## config.mk

```make
export PLATFORM = sky130hd
export DESIGN_NAME = raw8_frame_tx
export DESIGN_NICKNAME = d
export VERILOG_FILES = /design/src/rtl/raw8_frame_tx.sv
export SDC_FILE = /design/constraint.sdc
export NUM_CORES = 1
export LEC_CHECK = 0
export CAP_MARGIN = 40
export CORE_MARGIN = 1
export CORE_UTILIZATION = 55
export DETAILED_ROUTE_END_ITERATION = 7
export GPL_ROUTABILITY_DRIVEN = 0
export PLACE_DENSITY = 0.81
export SYNTH_ARGS = -nofsm -noshare
export SYNTH_HDL_FRONTEND = slang
export SYNTH_SLANG_ARGS = --single-unit
```

## constraint.sdc

```tcl
create_clock -name I_clk -period 7.1 [get_ports I_clk]
set_clock_uncertainty 0.2 [all_clocks]
set_input_delay 1.065 -clock I_clk [delete_from_list [all_inputs] [get_ports I_clk]]
set_output_delay 1.065 -clock I_clk [all_outputs]
set_load 0.01 [all_outputs]
```

## src/rtl/raw8_frame_tx.sv

```systemverilog
// raw8 stream transmitter: pops pixel words from an upstream FIFO and
// regenerates frame_start / line bursts / hblank / frame_end / vblank timing.
//
// Ports:
//   I_clk, I_rst_n        clock, asynchronous active-low reset
//   I_en                  frame enable, sampled in IDLE and at end of VBL
//   I_line_avail          upstream holds at least one full line of words
//   I_pix_valid/_data     upstream word and its valid flag
//   O_pix_ready           pop strobe to upstream (high in every LINE cycle)
//   I_clr_err             clears the sticky underflow flag
//   O_raw8_frame_start    one-cycle frame start pulse
//   O_raw8_frame_end      one-cycle frame end pulse
//   O_raw8_valid/_data    output word, data forced to zero when not valid
//   O_busy                frame in progress
//   O_underflow           sticky mid-line starvation flag
module raw8_frame_tx #(
    parameter int WORDS_PER_LINE  = 480,
    parameter int LINES_PER_FRAME = 1080,
    parameter int HBLANK_MIN      = 16,
    parameter int FS_GAP          = 4,
    parameter int VBLANK          = 32
) (
    input  logic        I_clk,
    input  logic        I_rst_n,
    input  logic        I_en,
    input  logic        I_line_avail,
    input  logic        I_pix_valid,
    input  logic [31:0] I_pix_data,
    output logic        O_pix_ready,
    input  logic        I_clr_err,
    output logic        O_raw8_frame_start,
    output logic        O_raw8_frame_end,
    output logic        O_raw8_valid,
    output logic [31:0] O_raw8_data,
    output logic        O_busy,
    output logic        O_underflow
);

    typedef enum logic [2:0] {
        S_IDLE,
        S_FS,
        S_GAP,
        S_WAIT_LINE,
        S_LINE,
        S_HBLANK,
        S_FE,
        S_VBL
    } state_t;

    localparam logic [11:0] WORD_LAST = 12'(WORDS_PER_LINE - 1);
    localparam logic [11:0] LINES_ALL = 12'(LINES_PER_FRAME);
    localparam logic [11:0] HB_LAST   = 12'(HBLANK_MIN - 1);
    localparam logic [11:0] GAP_LAST  = 12'(FS_GAP - 1);
    localparam logic [11:0] VB_LAST   = 12'(VBLANK - 1);

    state_t      state_q, state_d;
    state_t      line_entry;
    logic [11:0] col_q, col_d;
    logic [11:0] line_q, line_d;
    logic [11:0] cnt_q, cnt_d;

    logic        fs_q, fs_d;
    logic        fe_q, fe_d;
    logic        valid_q, valid_d;
    logic [31:0] data_q, data_d;
    logic        busy_q, busy_d;
    logic        uf_q, uf_d;

    // A line that is already available starts without a WAIT_LINE cycle,
    // so back-to-back lines are separated by exactly HBLANK_MIN cycles.
    assign line_entry = I_line_avail ? S_LINE : S_WAIT_LINE;

    always_comb begin
        state_d = state_q;
        col_d   = col_q;
        line_d  = line_q;
        cnt_d   = cnt_q;
        unique case (state_q)
            S_IDLE: begin
                if (I_en) begin
                    state_d = S_FS;
                end
            end
            S_FS: begin
                line_d = '0;
                cnt_d  = '0;
                if (FS_GAP == 0) begin
                    state_d = line_entry;
                end else begin
                    state_d = S_GAP;
                end
            end
            S_GAP: begin
                if (cnt_q == GAP_LAST) begin
                    cnt_d   = '0;
                    state_d = line_entry;
                end else begin
                    cnt_d = cnt_q + 12'd1;
                end
            end
            S_WAIT_LINE: begin
                if (I_line_avail) begin
                    state_d = S_LINE;
                end
            end
            S_LINE: begin
                if (col_q == WORD_LAST) begin
                    col_d   = '0;
                    line_d  = line_q + 12'd1;
                    cnt_d   = '0;
                    state_d = S_HBLANK;
                end else begin
                    col_d = col_q + 12'd1;
                end
            end
            S_HBLANK: begin
                if (cnt_q == HB_LAST) begin
                    cnt_d = '0;
                    if (line_q == LINES_ALL) begin
                        state_d = S_FE;
                    end else begin
                        state_d = line_entry;
                    end
                end else begin
                    cnt_d = cnt_q + 12'd1;
                end
            end
            S_FE: begin
                cnt_d = '0;
                if (VBLANK == 0) begin
                    state_d = I_en ? S_FS : S_IDLE;
                end else begin
                    state_d = S_VBL;
                end
            end
            S_VBL: begin
                if (cnt_q == VB_LAST) begin
                    cnt_d   = '0;
                    state_d = I_en ? S_FS : S_IDLE;
                end else begin
                    cnt_d = cnt_q + 12'd1;
                end
            end
            default: begin
                state_d = S_IDLE;
            end
        endcase
    end

    // Output stage: everything except the pop strobe is one cycle behind
    // the state, so each popped word appears on the next cycle.
    always_comb begin
        fs_d    = (state_q == S_FS);
        fe_d    = (state_q == S_FE);
        valid_d = (state_q == S_LINE);
        data_d  = '0;
        if ((state_q == S_LINE) && I_pix_valid) begin
            data_d = I_pix_data;
        end
        // A fresh starvation wins over a same-cycle clear.
        uf_d   = ((state_q == S_LINE) && !I_pix_valid) ||
                 (uf_q && !I_clr_err);
        busy_d = (state_d != S_IDLE);
    end

    always_ff @(posedge I_clk or negedge I_rst_n) begin
        if (!I_rst_n) begin
            state_q <= S_IDLE;
            col_q   <= '0;
            line_q  <= '0;
            cnt_q   <= '0;
            fs_q    <= 1'b0;
            fe_q    <= 1'b0;
            valid_q <= 1'b0;
            data_q  <= '0;
            busy_q  <= 1'b0;
            uf_q    <= 1'b0;
        end else begin
            state_q <= state_d;
            col_q   <= col_d;
            line_q  <= line_d;
            cnt_q   <= cnt_d;
            fs_q    <= fs_d;
            fe_q    <= fe_d;
            valid_q <= valid_d;
            data_q  <= data_d;
            busy_q  <= busy_d;
            uf_q    <= uf_d;
        end
    end

    assign O_pix_ready        = (state_q == S_LINE);
    assign O_raw8_frame_start = fs_q;
    assign O_raw8_frame_end   = fe_q;
    assign O_raw8_valid       = valid_q;
    assign O_raw8_data        = data_q;
    assign O_busy             = busy_q;
    assign O_underflow        = uf_q;

endmodule

```

==> flow_summary.yaml, run 1 <==
global_routing:
  grt_max_degree: 65
  overflow: 0
  grt_pass1_vias: 2598
  antenna_found_initial: 0
  track_usage_pct: 25.3
  grt_pass1_wl_mm: 12.6
clock_network:
  cts_root_buffer: "clkbuf_8"
  cts_resized: 0
  post-cts-setup-buffer-count: 0
  cts_buffers: 9
  htree_levels: 3
  cts_tree: "done"
  cts_sinks: 76
  holdBufCountCts: 0
  clk_latency_ns: 0.35
  cts_buffer_depth: 2
  clk_pin_slew_ns: 0.08
place:
  placed_cell_area_mm2: 0.00438
  hpwl_mm: 5.18
  portBuffers: 75
layout:
  syn_to_final_growth_pct: 29.4
  fin_area_mm2: 0.00462
  layout_common_cells: "dfrtp_1 (76), clkdlybuf4s50_1 (74), and3_1 (39), nand2_1 (28), nor2_1 (20)"
  final_core_util_pct: 73.2
  diodes: 0
  fill_cells: 448
  final_layout_size_suffix_gt1_share_pct: 7.89
  fin_nets: 455
  final_common_cell: "dfrtp_1"
synthesis:
  syn-num-nets: 385
  synth_area_leader_cell: "dfrtp_1"
  netlist_instances: 343
  synth_top_area_share_pct: 53.2
  synth-seq-cells: 76
  yosysUniqueCellTypes: 54
  synth-edff-count: 0
  synth_warnings: 0
  postSynthAreaPerCell_um2: 10.4
  synth-async-reset-ratio_pct: 100
  synth_area_leaders: "dfrtp_1 (53%), and3_1 (6.8%), xnor2_1 (3.7%)"
  synth-seq-area-share_pct: 53.2
  netlist_area_mm2: 0.00357
  synth_top_flop_cell: "dfrtp_1"
pwr:
  powerDensity_mw_per_mm2: 299
  total_power_w: 0.00138
  vdd_drop_max_mv: 0.184
  power_leakage_nw: 2.07
drt:
  viasPerCell: 5.68
  dr.pass1.iters: 6
  drt_iter0_drc: 188
  drt_wl_total_mm: 7.60
  wl_per_cell_um: 15.3
  vias: 2813
  drc: 0
  final_antenna_net_count: 0
flow_run:
  maxCapViolCount: 0
floorplanning:
  num_rows: 29
  die-area_mm2: 0.00682
  initial_core_util_pct: 56.6
  core_area_mm2: 0.00631
  die_w_um: 82.6
  die_y_um: 82.6
  ios: 76
timing:
  hold_viol_final: 0
  tns_ns: 0
  rsz0062_at_grt: "no"
  min_period_ns: 3.90
  slew_headroom_pct: 47.9
  slew_viol_final: 0
  fmax_ghz: 0.256
  worst_hold_slack_ns: 0.307
  period_share_pct: 54.9
  worstMarginPinSlew_ns: 0.780
  setup_viol: 0
outcome:
  status: "finished, final reports clean"
critical_path:
  crit_required_ns: 5.83
  critPathLaunch: "state_q[2]"
  crit_arrival_ns: 2.63
  path_class: "reg2out"
  cp-start-kind: "register"
  endpoint_kind: "primary output"
  critPathMaxFanout: 42
  timing.rr.start: "state_q[2]"
min_path:
  min-delay-start: "col_q[11]"
  hold_path_class: "reg2reg"
-- critical path: stages, from the launching register on --
cell and delay (ns):
dfrtp_1 0.71, or3b_1 0.54, inv_1 0.09, buf_4 0.31, clkdlybuf4s50_1 0.60
-- power breakdown --
part | leakage, nW | switching, W | internal, W
combinational | 0.917 | 0.000236 | 0.000186
sequential | 1.04 | 0.0000707 | 0.000493
clock | 0.120 | 0.000162 | 0.000234
total | 2.07 | 0.000469 | 0.000913
-- cells in the mapped netlist (2+ instances only) --
library cell  number
a211oi_1           4
a21o_1             3
a21oi_1            4
a31oi_1            3
and2_1             3
and3_1            39
and4_1             3
clkbuf_1          17
dfrtp_1           76
ha_1               4
inv_1             14
nand2_1           28
nand2b_1           6
nand3_1           17
nand4_1            9
nor2_1            20
nor2b_1            2
nor3_1             5
nor4_1             6
o2111ai_1          2
o211ai_1           5
o21ai_0           11
o221ai_1           3
o22ai_1            3
o311ai_0           3
o31ai_1            2
o32ai_2            2
or2_2              2
or3_1              2
or3b_1             2
or4_1              2
or4b_2             2
xnor2_1           15
xor2_1             4
-- per-layer routing --
metal / vias to the layer above / track usage (%) / wire length, um
met1: 1338 / 32.6 / 3240
met3: 7 / 11.5 / 721
li1: 1381 / - / -
met2: 87 / 37.8 / 3550
met4: 0 / 8.28 / 80
met5: - / 0 / 0
-- state kept, by name, summed over array words and instances, names as in the netlist --
signal,count
O_raw8_data,32
cnt_q,12
col_q,12
line_q,12
state_q,3
O_busy,1
O_raw8_frame_end,1
O_raw8_frame_start,1
O_raw8_valid,1
O_underflow,1
-- logic make-up after synthesis --
group / share of synthesized area (%)
multiplexers: 0.280
AO/OA/AOI/OAI: 11.1
adder cells (fa/ha/maj): 1.40
flip-flops: 53.2
XOR/XNOR: 4.66
buffers and inverters: 3.40
AND/OR/NAND/NOR: 26.0
-- path summary, 6_finish.rpt --
path	to	slack, ns	depth (start not counted)
min reg2reg	col_q[11]	0.31	1
min in group asynchronous	cnt_q[9]	0.36	1
max in group asynchronous	O_raw8_data[11]	5.80	2
max	O_pix_ready	3.20	4
max reg2reg	line_q[11]	4.10	7
min	col_q[11]	0.31	1
-- stage by stage --
| stage | worst slack, ns | instances |
|---|---|---|
| 6_report | 3.20 | 495 |
| 5_1_grt | 3.00 | 495 |
| 3_3_place_gp | 3.64 | 478 |
| 4_1_cts | 3.17 | 495 |
| 3_5_place_dp | 3.58 | 479 |
| 2_1_floorplan | 4.28 | 343 |
-- cell type report --
type	count	area, um^2	area share [%]
Inverter	14	52.6	1.14
Multi-Input combinational cell	235	1550	33.5
Clock buffer	10	128	2.76
Sequential cell	76	1900	41.1
Timing Repair Buffer	77	783	16.9
Clock inverter	6	113	2.44
Tap cell	77	96.3	2.08
No activity file was read; power rests on OpenSTA's default activity.
==> run 2, diff against run 1 <==
- CORE_UTILIZATION: 55 -> 51
- PLACE_DENSITY: 0.81 -> 0.76
- clock period: 7.1 -> 3.63 ns (I/O delays scaled with it)
==> run 2 against run 1 <==
First-iteration DRC count down 7.4%. Critical path depth is 1 lower. Wire length shrank 0.78%. Combinational power grew 110%. Flip-flop and latch count is the same. Setup slack lost 2.6 ns. Total power increased by 92%. Via count grew 1.6%. Global-route usage down 3.2 points. Clock power rose by 77%. Die area is 7.6% higher. Utilization shrank 5.0 points.
==> flow_summary.yaml, run 2 (synthesis results as in run 1) <==
outcome:
  status: "finished, final reports clean"
critical_path:
  critPathMaxFanout: 15
  path_cells: "or3b_1, inv_1, clkdlybuf4s50_1"
  crit_required_ns: 2.89
  cp_num_buf_inv: 2
  worst_path_largest_cell_delay_ns: 0.59
  cp_slowest_cell: "clkdlybuf4s50_1"
  path_class: "reg2out"
  endpoint_kind: "primary output"
  crit_family: "buffers and inverters"
  crit_arrival_ns: 2.26
  cp-start-kind: "register"
  r2r_cells: 6
  reg2reg_slack_ns: 1.02
  cp.depth: 3
clock_network:
  clk_latency_ns: 0.34
  htree_levels: 3
  cts_sinks: 76
  cts_buffer_depth: 2
  cts_root_buffer: "clkbuf_8"
  clk_pin_slew_ns: 0.07
  post-cts-setup-buffer-count: 0
  cts_tree: "done"
  cts_buffers: 9
layout:
  multi_input_area_mm2: 0.00155
  final_layout_size_suffix_gt1_share_pct: 7.86
  fill_cells: 518
  final_core_util_pct: 68.2
  fin_nets: 457
  seq_area_mm2: 0.00190
  layout_common_cells: "dfrtp_1 (76), clkdlybuf4s50_1 (74), and3_1 (39), nand2_1 (28), nor2_1 (20)"
  diodes: 0
  largest_register_ffs: 32
  syn_to_final_growth_pct: 29.7
  final_common_cell: "dfrtp_1"
drt:
  drt_iter0_drc: 174
  viasPerCell: 5.54
  vias: 2857
  drt_wl_total_mm: 7.54
  dr.pass1.iters: 4
  wl_per_cell_um: 14.6
  final_antenna_net_count: 0
  drc: 0
timing:
  min_period_ns: 3.00
  setup_viol: 0
  worstMarginPinSlew_ns: 0.785
  tns_ns: 0
  period_share_pct: 82.7
  hold_viol_final: 0
  worst_hold_slack_ns: 0.309
  slew_headroom_pct: 47.5
  slew_viol_final: 0
  rsz0062_at_grt: "no"
  fmax_ghz: 0.333
min_path:
  hold_path_class: "reg2reg"
  whs_path_depth: 1
global_routing:
  antenna_found_initial: 0
  track_usage_pct: 22.1
  grt_max_degree: 41
  grt_pass1_wl_mm: 12.6
  overflow: 0
  grt_pass1_vias: 2626
pwr:
  powerDensity_mw_per_mm2: 572
  power_leakage_nw: 2.06
  vdd_drop_max_mv: 0.341
  total_power_w: 0.00265
floorplanning:
  die_y_um: 85.7
  core_area_mm2: 0.00679
  initial_core_util_pct: 52.6
  die-area_mm2: 0.00735
  num_rows: 30
  die_w_um: 85.7
  ios: 76
flow_run:
  maxCapViolCount: 0
place:
  hpwl_mm: 5.28
  portBuffers: 75
-- run 2: cell count changes in the layout (fill, tap and decap cells not counted) --
cell,previous run,this run
buf_12,0,1
bufinv_16,3,2
dlygate4sd3_1,0,1
buf_4,2,3
clkbuf_1,1,2
clkinvlp_4,0,1
buf_16,1,0
clkbuf_8,9,10
clkinv_4,2,0
-- run 2: where the power goes --
| group | internal [W] | switching (W) | leakage [nW] | total [W] |
|---|---|---|---|---|
| sequential | 0.000965 | 0.000113 | 1.04 | 0.00108 |
| combinational | 0.000371 | 0.000499 | 0.922 | 0.000870 |
| clock | 0.000406 | 0.000298 | 0.107 | 0.000703 |
-- run 2: per-layer routing --
layer | GRT usage, % | share of wire (%)
met4 | 8.94 | 1.6
met3 | 8.18 | 9.2
met2 | 32.1 | 46
met5 | 0 | 0
met1 | 30.0 | 43
-- run 2: timing repair --
item / in CTS / in global routing
gates resized for setup: 0 / 0
hold buffers: 1 / 0
endpoints found under the hold margin: 36 / 0
-- run 2: final timing paths --
path / endpoint / start
min reg2reg: col_q[11] / col_q[11]
min in group asynchronous: line_q[10] / I_rst_n
max in group asynchronous: O_raw8_data[19] / I_rst_n
min: col_q[11] / col_q[11]
max: O_pix_ready / state_q[0]
max reg2reg: line_q[11] / state_q[0]
-- run 2: area by class of cell --
| type | instances | share of cell area, % |
|---|---|---|
| clock buffer | 12 | 3.13 |
| inverter | 14 | 1.13 |
| sequential | 76 | 41.0 |
| clock inverter | 4 | 1.57 |
| timing repair buffer | 79 | 17.1 |
| tap | 96 | 2.59 |
| multi-input combinational | 235 | 33.4 |
-- run 2: through the flow --
step | instance area (um^2) | instances | setup WS (ns)
2_1_floorplan | 3570 | 343 | 1.32
5_1_grt | 4640 | 516 | 0.530
4_1_cts | 4640 | 516 | 0.633
3_5_place_dp | 4410 | 499 | 1.03
6_report | 4640 | 516 | 0.628
3_3_place_gp | 4390 | 498 | 1.05
